File: src/rtl/exec_result_hilo_pkg.sv
// Shared definitions for the execute-stage result/HI-LO back end: funct codes, FSM states, widths.
// SIGNED_MULT_EN (when defined) enables the signed MULT funct in exec_result_hilo.
package exec_pkg;

   localparam int WIDTH_DEF   = 32;
   localparam int SHAMT_LIMIT = 32;

   localparam logic [5:0] SLL   = 6'b000000;
   localparam logic [5:0] SRL   = 6'b000010;
   localparam logic [5:0] MFHI  = 6'b010000;
   localparam logic [5:0] MFLO  = 6'b010010;
   localparam logic [5:0] MULT  = 6'b011000;
   localparam logic [5:0] MULTU = 6'b011001;
   localparam logic [5:0] ADD   = 6'b100000;
   localparam logic [5:0] SUB   = 6'b100010;
   localparam logic [5:0] AND   = 6'b100100;
   localparam logic [5:0] OR    = 6'b100101;
   localparam logic [5:0] SLT   = 6'b101010;

   typedef enum logic [1:0] {
      IDLE = 2'd0,
      MUL  = 2'd1,
      DONE = 2'd2
   } state_t;

endpackage

File: src/rtl/exec_result_hilo_if.sv
// Operation/result bundle between the upstream execute stage and exec_result_hilo.
interface exec_result_hilo_if import exec_pkg::*; #(
   parameter int WIDTH = WIDTH_DEF
);
   logic             in_valid;
   logic             in_ready;
   logic [5:0]       Signal;
   logic [WIDTH-1:0] dataA;
   logic [WIDTH-1:0] dataB;
   logic [WIDTH-1:0] shift_in;
   logic [WIDTH-1:0] alu_in;
   logic             out_valid;
   logic [WIDTH-1:0] dataOut;
   logic             busy;

   modport master (
      output in_valid, Signal, dataA, dataB, shift_in, alu_in,
      input  in_ready, out_valid, dataOut, busy
   );

   modport slave (
      input  in_valid, Signal, dataA, dataB, shift_in, alu_in,
      output in_ready, out_valid, dataOut, busy
   );
endinterface

File: src/rtl/exec_result_hilo_multu.sv
// Shift-add unsigned multiplier: one iteration per cycle, WIDTH iterations per product.
module multu_core import exec_pkg::*; #(
   parameter int WIDTH = WIDTH_DEF
) (
   input  logic               clk,
   input  logic               rst_n,
   input  logic               start,
   input  logic [WIDTH-1:0]   a,
   input  logic [WIDTH-1:0]   b,
   output logic               done,
   output logic [2*WIDTH-1:0] product
);
   localparam int CW = $clog2(WIDTH);

   logic [WIDTH-1:0]   r_mcand;
   logic [2*WIDTH-1:0] r_prod;
   logic [CW-1:0]      r_count;
   logic               r_running;
   logic [WIDTH:0]     w_sum;

   // Carry out of the upper-half add becomes the new MSB after the shift.
   assign w_sum   = {1'b0, r_prod[2*WIDTH-1:WIDTH]} + (r_prod[0] ? {1'b0, r_mcand} : '0);
   assign done    = r_running && (r_count == CW'(WIDTH-1));
   assign product = r_prod;

   always_ff @(posedge clk or negedge rst_n) begin
      if (!rst_n) begin
         r_mcand   <= '0;
         r_prod    <= '0;
         r_count   <= '0;
         r_running <= 1'b0;
      end else if (start) begin
         r_mcand   <= a;
         r_prod    <= {{WIDTH{1'b0}}, b};
         r_count   <= '0;
         r_running <= 1'b1;
      end else if (r_running) begin
         r_prod  <= {w_sum, r_prod[WIDTH-1:1]};
         r_count <= r_count + 1'b1;
         if (done) begin
            r_running <= 1'b0;
         end
      end
   end
endmodule

File: src/rtl/exec_result_hilo.sv
// Execute-stage back end: registers the selected result, owns HI/LO and the multi-cycle multiplier.
// Define SIGNED_MULT_EN to add the signed MULT funct.
module exec_result_hilo import exec_pkg::*; #(
   parameter int WIDTH = WIDTH_DEF
) (
   input logic               clk,
   input logic               rst_n,
   exec_result_hilo_if.slave bus
);
   state_t             r_state;
   logic [WIDTH-1:0]   r_hi;
   logic [WIDTH-1:0]   r_lo;
   logic [WIDTH-1:0]   r_dataOut;
   logic               r_outValid;
   logic               r_busy;
   logic               r_inReady;

   logic               w_accept;
   logic               w_isMul;
   logic               w_done;
   logic [WIDTH-1:0]   w_mulA;
   logic [WIDTH-1:0]   w_mulB;
   logic [2*WIDTH-1:0] w_product;
   logic [2*WIDTH-1:0] w_prodFinal;

   assign w_accept = bus.in_valid && r_inReady;

`ifdef SIGNED_MULT_EN
   logic r_neg;
   logic w_signedOp;

   // Signed multiply runs the unsigned loop on magnitudes and fixes the sign at commit.
   assign w_signedOp  = (bus.Signal == MULT);
   assign w_isMul     = (bus.Signal == MULTU) || w_signedOp;
   assign w_mulA      = (w_signedOp && bus.dataA[WIDTH-1]) ? -bus.dataA : bus.dataA;
   assign w_mulB      = (w_signedOp && bus.dataB[WIDTH-1]) ? -bus.dataB : bus.dataB;
   assign w_prodFinal = r_neg ? -w_product : w_product;

   always_ff @(posedge clk or negedge rst_n) begin
      if (!rst_n) begin
         r_neg <= 1'b0;
      end else if (w_accept && w_isMul) begin
         r_neg <= w_signedOp && (bus.dataA[WIDTH-1] ^ bus.dataB[WIDTH-1]);
      end
   end
`else
   assign w_isMul     = (bus.Signal == MULTU);
   assign w_mulA      = bus.dataA;
   assign w_mulB      = bus.dataB;
   assign w_prodFinal = w_product;
`endif

   multu_core #(.WIDTH(WIDTH)) u_multu (
      .clk     (clk),
      .rst_n   (rst_n),
      .start   (w_accept && w_isMul),
      .a       (w_mulA),
      .b       (w_mulB),
      .done    (w_done),
      .product (w_product)
   );

   // in_ready stays low through DONE so a following MFHI/MFLO sees the committed HI/LO.
   always_ff @(posedge clk or negedge rst_n) begin
      if (!rst_n) begin
         r_state    <= IDLE;
         r_hi       <= '0;
         r_lo       <= '0;
         r_dataOut  <= '0;
         r_outValid <= 1'b0;
         r_busy     <= 1'b0;
         r_inReady  <= 1'b1;
      end else begin
         r_outValid <= 1'b0;
         case (r_state)
            IDLE: begin
               if (w_accept) begin
                  if (w_isMul) begin
                     r_state   <= MUL;
                     r_busy    <= 1'b1;
                     r_inReady <= 1'b0;
                  end else begin
                     r_outValid <= 1'b1;
                     case (bus.Signal)
                        SLL, SRL:                r_dataOut <= bus.shift_in;
                        ADD, SUB, AND, OR, SLT:  r_dataOut <= bus.alu_in;
                        MFHI:                    r_dataOut <= r_hi;
                        MFLO:                    r_dataOut <= r_lo;
                        default:                 r_dataOut <= '0;
                     endcase
                  end
               end
            end
            MUL: begin
               if (w_done) begin
                  r_state    <= DONE;
                  r_busy     <= 1'b0;
                  r_outValid <= 1'b1;
                  r_dataOut  <= '0;
               end
            end
            DONE: begin
               r_hi      <= w_prodFinal[2*WIDTH-1:WIDTH];
               r_lo      <= w_prodFinal[WIDTH-1:0];
               r_state   <= IDLE;
               r_inReady <= 1'b1;
            end
            default: begin
               r_state   <= IDLE;
               r_busy    <= 1'b0;
               r_inReady <= 1'b1;
            end
         endcase
      end
   end

   assign bus.in_ready  = r_inReady;
   assign bus.out_valid = r_outValid;
   assign bus.dataOut   = r_dataOut;
   assign bus.busy      = r_busy;
endmodule

File: src/flat_wrapper.sv
// flat-port wrapper written by rule: the top's interface ports become plain ports
module exec_result_hilo_flat import exec_pkg::*;
#(
   parameter int WIDTH = WIDTH_DEF
)
  (clk, rst_n, bus_in_valid, bus_Signal, bus_dataA, bus_dataB, bus_shift_in, bus_alu_in, bus_in_ready, bus_out_valid, bus_dataOut, bus_busy);
  exec_result_hilo_if #(.WIDTH(WIDTH)) bus_i ();
  input logic clk;
  input logic rst_n;
  input wire logic [$bits(bus_i.in_valid)-1:0] bus_in_valid;
  input wire logic [$bits(bus_i.Signal)-1:0] bus_Signal;
  input wire logic [$bits(bus_i.dataA)-1:0] bus_dataA;
  input wire logic [$bits(bus_i.dataB)-1:0] bus_dataB;
  input wire logic [$bits(bus_i.shift_in)-1:0] bus_shift_in;
  input wire logic [$bits(bus_i.alu_in)-1:0] bus_alu_in;
  output wire logic [$bits(bus_i.in_ready)-1:0] bus_in_ready;
  output wire logic [$bits(bus_i.out_valid)-1:0] bus_out_valid;
  output wire logic [$bits(bus_i.dataOut)-1:0] bus_dataOut;
  output wire logic [$bits(bus_i.busy)-1:0] bus_busy;
  assign bus_i.in_valid = bus_in_valid;
  assign bus_i.Signal = bus_Signal;
  assign bus_i.dataA = bus_dataA;
  assign bus_i.dataB = bus_dataB;
  assign bus_i.shift_in = bus_shift_in;
  assign bus_i.alu_in = bus_alu_in;
  assign bus_in_ready = bus_i.in_ready;
  assign bus_out_valid = bus_i.out_valid;
  assign bus_dataOut = bus_i.dataOut;
  assign bus_busy = bus_i.busy;
  exec_result_hilo #(.WIDTH(WIDTH)) u_core (.clk(clk), .rst_n(rst_n), .bus(bus_i));
endmodule
File: config.mk
export PLATFORM = sky130hd
export DESIGN_NAME = exec_result_hilo_flat
export DESIGN_NICKNAME = d
export VERILOG_FILES = /design/src/rtl/exec_result_hilo_pkg.sv /design/src/rtl/exec_result_hilo_if.sv /design/src/rtl/exec_result_hilo_multu.sv /design/src/rtl/exec_result_hilo.sv /design/src/flat_wrapper.sv
export SDC_FILE = /design/constraint.sdc
export NUM_CORES = 1
export LEC_CHECK = 0
export ABC_AREA = 1
export BUFFER_PORTS_ARGS = -buffer_cell sky130_fd_sc_hd__buf_4
export CAP_MARGIN = 20
export CORE_MARGIN = 8
export CORE_UTILIZATION = 58
export DETAILED_ROUTE_END_ITERATION = 12
export PLACE_DENSITY_LB_ADDON = 0.3
export SYNTH_ARGS = -nofsm -noshare
export SYNTH_HDL_FRONTEND = slang
export SYNTH_HIERARCHICAL = 1
export SYNTH_SLANG_ARGS = --single-unit
File: constraint.sdc
create_clock -name clk -period 3.35 [get_ports clk]
set_clock_uncertainty 0.15 [all_clocks]
set_input_delay 0.335 -clock clk [delete_from_list [all_inputs] [get_ports clk]]
set_output_delay 0.335 -clock clk [all_outputs]
set_load 0.02 [all_outputs]
Word-level counts from Yosys, hierarchy flattened
Cells that the tools add are included.
- add/subtract/negate cells: 2
- equal/unequal tests: 16
- mux-type cells: 28
- bitwise operators: 2
- reductions and logical operators: 13
- operators with widths (operator ; count):
    $mux W32 ; 4
    $mux W64 ; 2
    $pmux W32 S4 ; 1
    $pmux W32 S2 ; 1
    $add A32 B33 Y33 ; 1
    $eq A6 B6 Y1 const B ; 5
    $eq A6 B5 Y1 const B ; 3
    $mux W1 ; 11
    $mux W5 ; 2
    $reduce_and A4 Y1 ; 2
    $eq A6 B2 Y1 const B ; 1
    $logic_not A6 Y1 ; 1
    $mux W2 ; 3
    $reduce_and A3 Y1 ; 2
    $add A5 B1 Y5 const B ; 1
    $eq A5 B5 Y1 const B ; 1
    $reduce_or A5 Y1 ; 1
    $ne A2 B1 Y1 const B ; 2
    $ne A2 B2 Y1 const B ; 2
    $pmux W1 S2 ; 2
    $pmux W2 S2 ; 1
    $reduce_bool A2 Y1 ; 2
    $logic_and A1 B1 Y1 ; 3
    $pmux W1 S3 ; 1
    other kinds (5) ; 6
- register bits after elaboration: 203
- output and inout bits: 35
- logic and storage cells: 72

Logic depth before layout (Yosys ltp)
- depth in word-level cells: 6
- gate-level depth with buffers: 18
- depth with buffers taken out: 16

By module
Netlist, hierarchy kept.
- modules (own cells, without submodules) (module ; instances ; cells each ; area each (um2) ; seq. area each (um2)):
    multu_core ; 1 ; 997 ; 6706.4 ; 2552.4
    exec_result_hilo ; 1 ; 688 ; 5039.8 ; 2528.7

Least setup slack after synthesis
Ideal clock, no wire load.
- kind: register to register
- start point: register u_core.u_multu.r_prod[0] (netlist: u_core/u_multu/product[0])
- end point: register u_core.u_multu.r_prod[47] (netlist: u_core/u_multu/product[47])
- data arrival time: 2.278 ns
- setup slack: 0.804 ns
- stages on the path, launching flop included: 18
- path buffers: 2
- clock period less this slack: 2.546 ns
- path through: dfrtp_1 -> clkbuf_1 -> clkbuf_1 -> nand2_1 -> inv_1 -> ha_1 -> inv_1 -> fa_1 -> inv_1 -> nand3_1 -> nand3_1 -> nand2_1 -> nand2_2 -> inv_1 -> o21ai_2 -> nand2_1 -> nand3_1 -> nand2_1
- longest elaborated chain between the ends: 4
- RTL lines (item ; RTL line ; RTL):
    from (decl) ; exec_result_hilo_multu.sv:16 ; logic [2*WIDTH-1:0] r_prod;
    from (signal assigned) ; exec_result_hilo_multu.sv:34 ; r_prod <= {{WIDTH{1'b0}}, b};
    from (signal assigned) ; exec_result_hilo_multu.sv:38 ; r_prod <= {w_sum, r_prod[WIDTH-1:1]};
    $mux W32 ; exec_result_hilo_multu.sv:22 ; assign w_sum = {1'b0, r_prod[2*WIDTH-1:WIDTH]} + (r_prod[0] ? {1'b0, r_mcand} : '0);
    $add A32 B33 Y33 ; exec_result_hilo_multu.sv:22 ;
    $mux W64 ; exec_result_hilo_multu.sv:37 ; end else if (r_running) begin
    $mux W64 ; exec_result_hilo_multu.sv:32 ; end else if (start) begin
Every way passes these cells. The select of a mux whose other input is x is not followed.
A chain may end at the register's enable or synchronous reset.

Worst setup path in the final report
- start point: register u_core.u_multu.r_prod[0] (netlist: u_core/u_multu/product[0])
- end point: register u_core.u_multu.r_prod[59] (netlist: u_core/u_multu/product[59])
The elaborated chain is that of the path after synthesis.

==> flow_metrics.py <==
metrics = {
    "detailed_routing": {
        "vias": 11700,
        "avgRoutedWirePerCell_um": 15.6,
        "viasPerCell": 5.30,
        "drtIter0Drc": 1159,
        "wirelength_um": 34300,
        "dr.pass1.iters": 9,
        "drc": 0,
        "ant_nets": 0,
    },
    "clock_network": {
        "cts_tree": "done",
        "clkTransAtPathRegs_ps": 60,
        "htree_num_levels": 1,
        "cts.path.max_buffers": 3,
        "root_buffer": "clkbuf_16",
        "clk_latency_ps": 500,
        "cts.repair.resized": 0,
        "cts_buffers": 23,
        "clkSinkCount": 203,
    },
    "critical_path": {
        "critPathBufInv": 2,
        "reg2reg_from": "u_core/u_multu/product[0]",
        "slowest_stage": "fa_1",
        "end_kind": "flip-flop",
        "crit_required_ps": 3600,
        "crit_type": "reg -> reg",
        "crit_chain": "buf_4, nand2_1, fa_1, inv_1, nand3_1, nand3_1, nand3_1, nand3_1, nand2_1, nand2_1, nand2_1, nand3_1, nand2_1",
        "rr_endpoint": "u_core/u_multu/product[59]",
        "critPathMaxFanout": 33,
        "critPathArrivalTime_ps": 2680,
        "critPathMaxStageDelay_ps": 420,
        "crit_family": "simple AND/OR/NAND/NOR gates",
        "r2r_slack_ps": 910,
        "r2r_cells": 13,
        "startpoint_type": "flip-flop",
    },
    "floorplanning": {
        "fp-row-count": 52,
        "core_area_um2": 20000,
        "die_w_um": 158,
        "die_area_um2": 25100,
        "initial_core_util_pct": 58.6,
        "die_h_um": 158,
        "boundaryPins": 172,
    },
    "placed_design": {
        "dp_hpwl_um": 23000,
        "place_area_um2": 13200,
        "dp.cells": 2071,
        "numPortBuffers": 171,
        "gp_congestion": 0.977,
        "dp_slack_ps": 812,
    },
    "synthesis": {
        "ys_seq_area_share_pct": 43.3,
        "netlist.area_leader.share_pct": 43.0,
        "yosysWarnings": 6,
        "syn_area_per_cell_um2": 6.97,
        "synth.area.top_cells": "dfrtp_1 (43%), nand2_1 (25%), inv_1 (6.2%), nand3_1 (4.4%), ha_1 (3.6%)",
        "synthDistinctLibCells": 38,
        "yosys.area.top_type": "dfrtp_1",
        "syn_inst": 1685,
        "synth_fp_nets": 1857,
        "netlist_area_um2": 11700,
        "synth_seq_cells": 203,
    },
    "sta": {
        "finalMaxSlewViolations": 0,
        "setup_tns_ps": 0,
        "slew-limit-headroom_pct": 31.6,
        "period_needed_ps": 2440,
        "rsz0062_at_grt": "false",
        "setup_viol": 0,
        "hold_violations": 0,
        "tightestPinTransition_ps": 1030,
        "period_share_pct": 72.7,
        "holdWs_ps": 0.395,
        "fmax_mhz": 411,
        "setup_ws_ps": 915,
    },
    "worst_hold_path": {
        "hold_class": "in -> reg",
        "holdCritStartpoint": "bus_shift_in[18]",
        "hold-path-endpoint": "u_core/bus.dataOut[18]",
        "hold_depth": 5,
    },
    "finish": {
        "drive_above_1_share_pct": 14.0,
        "syn2layout_area_growth_pct": 26.4,
        "final_cell_mix": "nand2_1 (797), dfrtp_1 (202), inv_1 (195), buf_4 (183), nand3_1 (104)",
        "final_cells": 2201,
        "layout.nets": 2085,
        "final_common_cell": "nand2_1",
        "final_area_um2": 14800,
    },
    "global_route": {
        "grtUsageMet1_pct": 36.3,
        "grtUsageTotal_pct": 27.6,
        "grt_most_used_layer": "met2",
        "grtUsageMet2_pct": 46.6,
        "grt-ovfl-total": 0,
        "grt_util_met3_pct": 4.15,
        "grt_pass1_vias": 11300,
        "grt_pass1_wl_um": 55700,
        "antenna_found_initial": 1,
        "grt_max_degree": 81,
    },
    "outcome": {
        "outcome": "complete, no violations",
    },
    "power": {
        "power_density_nw_per_um2": 439,
        "leakage_nw": 8.55,
        "peakVddDrop_v": 0.000367,
    },
    "job": {
        "drv_cap": 0,
    },
}
## worst min-delay path: stages
cell and delay, ps:
buf_4 80, nand2_1 40, nand2_1 60, o21ai_1 60, nand2_1 50
## worst max-delay path by stage
stage | depth (start not counted) | from | slack, ps | to
after floorplan | 17 | u_core/u_multu/product[0] | 800 | u_core/u_multu/product[47]
after global placement | 10 | bus_Signal[3] | 880 | u_core/u_multu/product[41]
after detailed placement | 10 | bus_Signal[3] | 810 | u_core/u_multu/product[41]
after CTS | 13 | u_core/u_multu/product[0] | 930 | u_core/u_multu/product[59]
after global routing | 13 | u_core/u_multu/product[0] | 690 | u_core/u_multu/product[59]
final | 13 | u_core/u_multu/product[0] | 910 | u_core/u_multu/product[59]
## final cells by class
class / instances / area, um^2
diodes: 2 / 5.00
clock buffers: 30 / 612
clock inverters: 11 / 144
fillers: 1561 / 5190
inverters: 205 / 769
multi-input cells: 1206 / 5580
flip-flops and latches: 203 / 5080
well taps: 270 / 338
repair buffers: 274 / 2320
## synth_stat cells (all sizes together)
cell	n
nand3b	2
o21bai	3
o22ai	3
a22oi	1
a22o	2
nor2	70
dfrtp	202
clkinv	2
dfstp	1
a21oi	27
nand3	110
nor3	8
a21o	1
nand4	36
fa	1
o221ai	28
o21ai	54
inv	203
buf	44
clkbuf	27
o211ai	1
or2	1
ha	34
xor2	1
xnor2	10
nand2	813
## stage by stage
step | total power, mW | util, %
global route | 6.82 | 74.1
finish | 6.52 | 74.1
global placement | 3.89 | 65.9
CTS | 6.53 | 74.1
floorplan | 3.50 | -
detailed placement | 3.92 | 65.9
## flip-flops by register name, indices dropped and copies added (netlist names)
name / flops
u_core/r_lo: 32
u_core/bus.busy: 1
u_core/u_multu/r_running: 1
u_core/u_multu/r_count: 5
u_core/bus.dataOut: 32
u_core/r_hi: 32
u_core/bus.out_valid: 1
u_core/u_multu/r_mcand: 32
u_core/u_multu/product: 64
u_core/r_state: 2
u_core/bus.in_ready: 1
## metal layers
layer  vias to the layer above  wire length, um
met1                      5397            14500
met2                       475            16000
met5                         -                0
met4                         0              847
met3                        69             2900
li1                       5730                -
## cell families after synthesis
logic type / share of synthesized area (%)
simple gates: 36.3
buf+inv: 9.49
flops: 43.3
compound gates: 6.30
fa+ha+maj: 3.79
xor+xnor: 0.820
## where the power goes
group,leakage (nW),total (mW),internal (mW),switching [mW]
clock network,0.369,2.53,1.52,1.00
registers,2.69,2.85,2.68,0.169
logic,5.49,1.15,0.471,0.675
total,8.55,6.52,4.68,1.85
## timing repair
item	4_1_cts	5_1_grt
endpoints found under the hold margin	153	0
hold buffers	87	0
setup buffers	0	0
No activity file was read; power rests on OpenSTA's default activity.
